===== src/rtl/buf_pingpong_ctrl.sv =====
// buf_pingpong_ctrl
// Write-side and bank-ownership controller for a double-banked (ping-pong)
// simple-dual-port buffer. The loader fills one bank while the executor reads
// the other.
//
// Ports:
//   clk, rst                 clock; synchronous active-high reset
//   cfg_ld_len               tile length minus one (captured at the first beat of a tile)
//   ld_valid/ld_ready/ld_data  loader beat stream
//   buf_ld_wr_en/sel/addr/data registered buffer write port (1-cycle latency)
//   ex_tile_valid, buf_ex_sel  executor view: selected bank and whether it holds a tile
//   ex_tile_done             one-cycle pulse, executor finished the current tile
//   bank_full                per-bank full flags
//   tiles_loaded/executed    wrapping status counters
//   err_underflow            sticky: ex_tile_done seen while the exec bank was empty
module buf_pingpong_ctrl #(
    parameter int unsigned BUF_LD_ADDR_WIDTH = 10,
    parameter int unsigned BUF_LD_DATA_WIDTH = 8,
    parameter int unsigned TILE_CNT_WIDTH    = 16
) (
    input  logic                         clk,
    input  logic                         rst,
    input  logic [BUF_LD_ADDR_WIDTH-1:0] cfg_ld_len,
    input  logic                         ld_valid,
    output logic                         ld_ready,
    input  logic [BUF_LD_DATA_WIDTH-1:0] ld_data,
    output logic                         buf_ld_wr_en,
    output logic                         buf_ld_sel,
    output logic [BUF_LD_ADDR_WIDTH-1:0] buf_ld_addr,
    output logic [BUF_LD_DATA_WIDTH-1:0] buf_ld_data,
    output logic                         ex_tile_valid,
    output logic                         buf_ex_sel,
    input  logic                         ex_tile_done,
    output logic [1:0]                   bank_full,
    output logic [TILE_CNT_WIDTH-1:0]    tiles_loaded,
    output logic [TILE_CNT_WIDTH-1:0]    tiles_executed,
    output logic                         err_underflow
);

    localparam int unsigned AW = BUF_LD_ADDR_WIDTH;
    localparam int unsigned CW = TILE_CNT_WIDTH;

    logic          lp;          // bank being loaded
    logic          ep;          // bank owned by the executor
    logic [AW-1:0] wcnt;        // word index within the current tile
    logic [AW-1:0] len_r;       // tile length minus one, held for the whole tile
    logic [1:0]    full;
    logic          pend_set;    // final write of a tile is on the port this cycle
    logic          pend_bank;

    logic          accept;
    logic          last_beat;
    logic          done_ok;
    logic [AW-1:0] eff_len;
    logic [1:0]    full_nxt;

    // Handshake and tile-boundary decode from registered state.
    always_comb begin
        ld_ready  = !full[lp] && !rst;
        accept    = ld_valid && ld_ready;
        // The first beat of a tile sees cfg_ld_len directly; len_r is not yet loaded.
        eff_len   = (wcnt == '0) ? cfg_ld_len : len_r;
        last_beat = accept && (wcnt == eff_len);
        done_ok   = ex_tile_done && full[ep];
    end

    // Full flags: the set is delayed one cycle so it lands with the edge that
    // commits the final write. Set and clear never target the same bank.
    always_comb begin
        full_nxt = full;
        if (done_ok) begin
            full_nxt[ep] = 1'b0;
        end
        if (pend_set) begin
            full_nxt[pend_bank] = 1'b1;
        end
    end

    assign buf_ex_sel    = ep;
    assign ex_tile_valid = full[ep];
    assign bank_full     = full;

    // State and registered outputs.
    always_ff @(posedge clk) begin
        if (rst) begin
            lp             <= 1'b0;
            ep             <= 1'b0;
            wcnt           <= '0;
            len_r          <= '0;
            full           <= 2'b00;
            pend_set       <= 1'b0;
            pend_bank      <= 1'b0;
            tiles_loaded   <= '0;
            tiles_executed <= '0;
            err_underflow  <= 1'b0;
            buf_ld_wr_en   <= 1'b0;
            buf_ld_sel     <= 1'b0;
            buf_ld_addr    <= '0;
            buf_ld_data    <= '0;
        end else begin
            buf_ld_wr_en <= accept;
            pend_set     <= last_beat;
            pend_bank    <= lp;
            full         <= full_nxt;

            if (accept) begin
                buf_ld_sel  <= lp;
                buf_ld_addr <= wcnt;
                buf_ld_data <= ld_data;
                if (wcnt == '0) begin
                    len_r <= cfg_ld_len;
                end
                if (last_beat) begin
                    wcnt <= '0;
                    lp   <= ~lp;
                end else begin
                    wcnt <= wcnt + AW'(1);
                end
            end

            if (pend_set) begin
                tiles_loaded <= tiles_loaded + CW'(1);
            end

            if (done_ok) begin
                ep             <= ~ep;
                tiles_executed <= tiles_executed + CW'(1);
            end else if (ex_tile_done) begin
                err_underflow <= 1'b1;
            end
        end
    end

endmodule


===== config.mk =====
export PLATFORM = sky130hd
export DESIGN_NAME = buf_pingpong_ctrl
export DESIGN_NICKNAME = d
export VERILOG_FILES = /design/src/rtl/buf_pingpong_ctrl.sv
export SDC_FILE = /design/constraint.sdc
export NUM_CORES = 1
export LEC_CHECK = 0
export CORE_MARGIN = 2
export CORE_UTILIZATION = 50
export DETAILED_ROUTE_END_ITERATION = 8
export PLACE_DENSITY = 0.8
export SLEW_MARGIN = 20
export SYNTH_ARGS = -nofsm -noshare
export SYNTH_HDL_FRONTEND = slang
export SYNTH_SLANG_ARGS = --single-unit

===== constraint.sdc =====
create_clock -name clk -period 2.7 [get_ports clk]
set_input_delay 0.675 -clock clk [delete_from_list [all_inputs] [get_ports clk]]
set_output_delay 0.675 -clock clk [all_outputs]
set_load 0.02 [all_outputs]

==> results of run 1 <==
power breakdown:
part / total (uW) / switching, uW / internal [uW]
logic: 215 / 112 / 103
registers: 1210 / 20.0 / 1190
clock network: 1060 / 442 / 621
total: 2480 / 574 / 1910
cell usage after synthesis, types with 2 or more instances:
master / count / area (sq um)
a21oi_1: 26 / 130
a31oi_1: 2 / 12.5
nor3_1: 5 / 25.0
mux2_4: 2 / 30.0
and3_1: 10 / 62.6
nor4_1: 5 / 31.3
or3_1: 2 / 12.5
mux2_2: 2 / 22.5
nand3_1: 15 / 75.1
o21ai_0: 6 / 30.0
buf_2: 7 / 35.0
nand4_1: 13 / 81.3
nand2b_1: 3 / 18.8
nor2_1: 59 / 221
xnor2_1: 16 / 140
inv_1: 10 / 37.5
nor2b_1: 10 / 62.6
dfxtp_1: 79 / 1580
nor4_4: 2 / 42.5
and4_1: 4 / 35.0
nand2_1: 54 / 203
nor3b_1: 2 / 15.0
o32ai_1: 2 / 17.5
xor2_1: 25 / 219
buf_1: 3 / 11.3
ha_1: 4 / 50.1
buf_6: 3 / 33.8
clkbuf_1: 11 / 41.3
mux2i_1: 11 / 110
state kept, by name, summed over array words and instances (netlist names):
register,count
tiles_executed,16
tiles_loaded,16
buf_ld_addr,10
len_r,10
wcnt,10
buf_ld_data,8
bank_full,2
buf_ex_sel,1
buf_ld_sel,1
buf_ld_wr_en,1
err_underflow,1
lp,1
pend_bank,1
pend_set,1
area by class of cell:
cell class | instances | area, sq um | area share (%)
clock buffer | 10 | 128 | 2.77
tap | 96 | 120 | 2.61
timing repair buffer | 85 | 831 | 18.0
inverter | 10 | 37.5 | 0.815
sequential | 79 | 1580 | 34.3
multi-input combinational | 295 | 1790 | 38.9
clock inverter | 6 | 115 | 2.50
critical path, delay by kind of cell (launching register included):
family | cells | cell delay, ns
DFF | 1 | 0.36
buffers and inverters | 1 | 0.68
and+or+nand+nor | 1 | 0.14
AOI/OAI and AO/OA | 1 | 0.28
cells in the final DEF (no fill, tap or decap), drive strengths merged, types with 3 or more instances in the layout:
master / instances
and3: 10
clkdlybuf4s50: 78
inv: 12
dfxtp: 79
nand2b: 3
nand4: 13
xnor2: 16
o21ai: 6
bufinv: 3
nand2: 54
nand3: 16
xor2: 25
buf: 7
mux2i: 11
ha: 4
and4: 4
nor3: 6
mux2: 4
nor2: 60
nor4: 7
a21oi: 26
nor2b: 10
clkbuf: 10
cell families (layout without fill, tap and decap cells):
| kind of cell | count (synthesis) | after routing |
|---|---|---|
| and+or+nand+nor | 191 | 191 |
| DFF | 79 | 79 |
| AOI/OAI and AO/OA | 44 | 44 |
| xor gates and xnor gates | 41 | 41 |
| buffers and inverters | 34 | 111 |
| muxes | 15 | 15 |
| adders and majority gates | 4 | 4 |
layer usage:
layer,vias to the layer above,track usage [%],routed length (microns)
met3,14,3.39,382
li1,1520,-,-
met2,86,34.2,3690
met5,-,0,0
met4,0,9.50,141
met1,1350,26.6,3600
through the flow:
step / utilization, % / cell area (sq um) / power, uW / hold WS, ns
2_1_floorplan: - / 3530 / 1360 / 0.467
3_3_place_gp: 63.8 / 4360 / 1440 / 0.441
3_5_place_dp: 63.8 / 4360 / 1450 / 0.446
4_1_cts: 67.4 / 4600 / 2500 / 0.457
5_1_grt: 67.4 / 4600 / 2570 / 0.471
6_report: 67.4 / 4600 / 2480 / 0.455
worst paths after layout:
path / endpoint / startpoint / slack (ns) / cells past startpoint
setup reg to reg: lp / wcnt[0] / 0.36 / 8
hold / removal: buf_ld_data[3] / buf_ld_data[3] / 0.46 / 2
hold reg to reg: buf_ld_data[3] / buf_ld_data[3] / 0.46 / 2
setup / recovery: ld_ready / bank_full[0] / 0.23 / 3
==> metrics, run 1 <==
drt first pass iters 4; # resized after CTS 0; fraction of layout cells with a size suffix above 1 6.39%; post-synthesis async set-or-reset flop share 0%; placed insts 565; I/O pin cnt 80; status finished clean; Filler cells 558; post-DP HPWL around 5400 microns; post-layout minimum cycle time 2.47 ns; Final Wtd Congestion 0.874; total of max-cap violations 0; Crit Path Category flop to output pin; depth of the CTS H-tree 3; Adder-Cell Fraction of Synth Area 1.42%; Setup WS post-layout 0.234 ns; worst-path maximum fanout 5; Worst Path Arrival 1.79 ns; drt total wl 7810 microns; diodes inserted 0; Critical-path top delay cell clkdlybuf4s50_1; Worst Tran Pin Value ~0.8 ns; DRC viols 0; routed length per instance 13.4 microns; compound-gate portion of the synthesized area between 7 and 8%; setup TNS 0 ns; Post-Syn Nets around 430; mean post-synth cell area 8.66 sq um; Root Buffer clkbuf_8; clock-pin slew on the worst setup and hold paths approximately 0.08 ns; row cnt 30; worst endpoint required time 2.03 ns; first-pass GRT wire length 12,800 microns; CTS tree done; Initial Util 51.7%; Post-Synth XOR/XNOR Area 10.2%; Die Area 7750 sq um; Hold Crit Class flop to flop; Port Buffers 79; Layout Nets 506; GRT Total Usage 20.7%; DR vias/cell 5.11; Post-Synth Simple-Gate Area 27.2%; Pwr Density 540 nW/um^2; initial DRC count 210; P_leak 0.00169 uW; CP Launch Type flop; Main synth FF type dfxtp_1; CP max stage delay 0.68 ns; critical path, cell by cell nor2b_1, a211oi_1, clkdlybuf4s50_1; clock buffer depth 2; flops & latches, synth 79; RSZ-0062 raised after global routing false; Core ar. between 6000 and 7000 sq um; portion of netlist area occupied by mux cells 4.61%; Die Ht around 90 microns; Worst-Skew Late Latency 0.34 ns; Final Skew about 0.011 ns; Chip Width 88.1 microns; largest net degree at the start of global routing roughly 80; TritonCTS buffer count 9; Post-CTS Setup Bufs 0; initial antenna violation count 0; Pins Over Slew Limit 0; vias in the first global route between 2,000 and 3,000; via count about 3,000; sequential area share after synthesis 44.8%; number of enable flip-flop cells after synthesis 0; final setup violation count 0; Peak VDD IR slightly below 0.0003 V; final non-filler cell total approximately 580; Fin. Hold Viols 0; GRT overflow 0; synth warn 0; max_slew headroom about 47%; clock sinks 79; post-route ant nets 0; Synth Cell Area around 3500 sq um; largest family of logic cells by synthesized area simple AND/OR/NAND/NOR gates; fin crit share 91.3%; Post-Place Setup Slack 0.187 ns; Area Overhead vs Synth 30.4%; Post-Synthesis Cells 408; max frequency around 410 MHz; Netlist cell types 44; Setup crit end kind output pin; cts hold-fix bufs 0
No activity file was read; power rests on OpenSTA's default activity.
==> run 2: changes to the inputs <==
--- a/config.mk
+++ b/config.mk
@@ -5,10 +5,13 @@
 export SDC_FILE = /design/constraint.sdc
 export NUM_CORES = 1
 export LEC_CHECK = 0
+export CAP_MARGIN = 10
 export CORE_MARGIN = 2
 export CORE_UTILIZATION = 50
+export CTS_CLUSTER_SIZE = 28
 export DETAILED_ROUTE_END_ITERATION = 8
 export PLACE_DENSITY = 0.8
+export RECOVER_POWER = 100
 export SLEW_MARGIN = 20
 export SYNTH_ARGS = -nofsm -noshare
 export SYNTH_HDL_FRONTEND = slang
==> run 2 against run 1 <==
The run now ends with max-capacitance violations, max-slew violations left. Final cell count unchanged. Final area fell by 0.68%. Non-clock buffer count stayed put. Critical path type unchanged. Fmax shrank 1.8%. Hold slack got worse by 0.0029 ns. Die area unchanged. Critical endpoint is now ex_tile_valid.
==> metrics, run 2 (synthesis gave the netlist of run 1 again) <==
Die Ht 88.1 microns; total of max-cap violations 1; Hold Crit Class flop to flop; initial antenna violation count 0; Crit Path Category flop to output pin; GRT met1 Usage 26.6%; via count about 3,000; vias in the first global route between 2,000 and 3,000; worst endpoint required time between 2 and 2.5 ns; Reg2Reg Setup Slack 0.27 ns; worst r2r src wcnt[0]; row cnt 30; Peak VDD IR around 0.00030 V; post-layout minimum cycle time 2.51 ns; max_slew headroom -2.32%; DR vias/cell 5.14; P_leak 0.00187 uW; R2R Path End lp; routed length per instance 13.4 microns; max frequency 398 MHz; Total Power 2470 uW; drt total wl ~7800 microns; grt met3 use 3.39%; Die Area 7750 sq um; diodes inserted 0; Pwr Density between 500 and 600 nW/um^2; post-route ant nets 0; Fin. Hold Viols 0; most frequent cells in the layout 79 x dfxtp_1, 59 x nor2_1, 59 x dlygate4sd3_1, 54 x nand2_1, 26 x a21oi_1; clock-pin slew on the worst setup and hold paths roughly 0.080 ns; drt first pass iters 4; initial DRC count 185; DRC viols 0; hold_sp buf_ld_data[3]; GRT Total Usage 20.7%; Pins Over Slew Limit between 70 and 80; worst reg-to-reg path cell count 8; largest net degree at the start of global routing 79; fin crit share 93.0%; # resized after CTS 0; Worst Setup EP ex_tile_valid; TritonCTS buffer count 9; clock sinks 79; CTS tree done; I/O pin cnt 80; post-DP HPWL around 5400 microns; Port Buffers 79; GRT overflow 0; first-pass GRT wire length 12,800 microns; Final Skew 0.00929 ns; Worst-Skew Late Latency roughly 0.34 ns; Largest regs tiles_executed (16), tiles_loaded (16); cts hold-fix bufs 0; fraction of layout cells with a size suffix above 1 5.57%; Worst Setup SP buf_ex_sel; Worst Tran Pin Value 1.53 ns; Core ar. 6830 sq um; Post-CTS Setup Bufs 0; Post-Place Setup Slack 0.187 ns; Setup WS post-layout 0.190 ns; RSZ-0062 raised after global routing false; routing usage on met2 34.2%; Worst Path Arrival 1.84 ns; CP Launch Type flop; status finished, violations left; depth of the CTS H-tree 3; Final Wtd Congestion about 0.87; failing checks max-capacitance violations, max-slew violations; Setup crit end kind output pin; GRT busiest layer met2; Chip Width 88.1 microns; Area Overhead vs Synth 29.5%; Initial Util 51.7%; final setup violation count 0; clock buffer depth 2; commonest non-fill, non-tap cell in the layout dfxtp_1; Layout Nets 506; Root Buffer clkbuf_8; setup TNS 0 ns; worst-path maximum fanout 7
run 2: changes by cell type in the layout (fill, tap and decap cells not counted), moves of 2 or more:
cell | previous run | this run
dlygate4sd3_1 | 0 | 59
clkdlybuf4s50_1 | 78 | 19
clkbuf_1 | 1 | 3
buf_4 | 6 | 3
run 2: metrics by stage:
step / instance area [sq um] / hold WS [ns] / util (%) / instances
global route: 4570 / 0.468 / 66.9 / 581
CTS: 4600 / 0.457 / 67.4 / 581
finish: 4570 / 0.453 / 66.9 / 581
global placement: 4360 / 0.441 / 63.8 / 565
detailed placement: 4360 / 0.446 / 63.8 / 565
floorplan: 3530 / 0.467 / - / 408
run 2: critical path, cell delays in order (launching register included):
cell and delay, ns:
dfxtp_1 0.42, mux2_2 0.41, dlygate4sd3_1 0.67
run 2: area by class of cell:
type | instances | area [sq um]
clock buffer | 10 | 128
clock inverter | 6 | 115
fill | 565 | 2260
inverter | 10 | 37.5
multi-input combinational | 295 | 1770
timing repair buffer | 85 | 821
tap | 96 | 120
sequential | 79 | 1580
run 2: per-layer routing:
layer	share of wire, %	vias to the layer above
met5	0	-
met3	4.5	10
met4	1.5	0
met1	46	1376
met2	48	76
li1	-	1525
run 2: worst min path at each step:
stage	to	slack (ns)	cells after the start
detailed placement	buf_ld_data[3]	0.45	2
global placement	buf_ld_data[0]	0.44	2
finish	buf_ld_data[3]	0.45	2
floorplan	buf_ld_sel	0.47	2
global route	buf_ld_data[1]	0.47	2
CTS	buf_ld_data[3]	0.46	2
run 2: power breakdown:
| group | internal, uW | switching (uW) |
|---|---|---|
| registers | 1190 | 19.5 |
| clock network | 621 | 439 |
| logic | 95.3 | 110 |
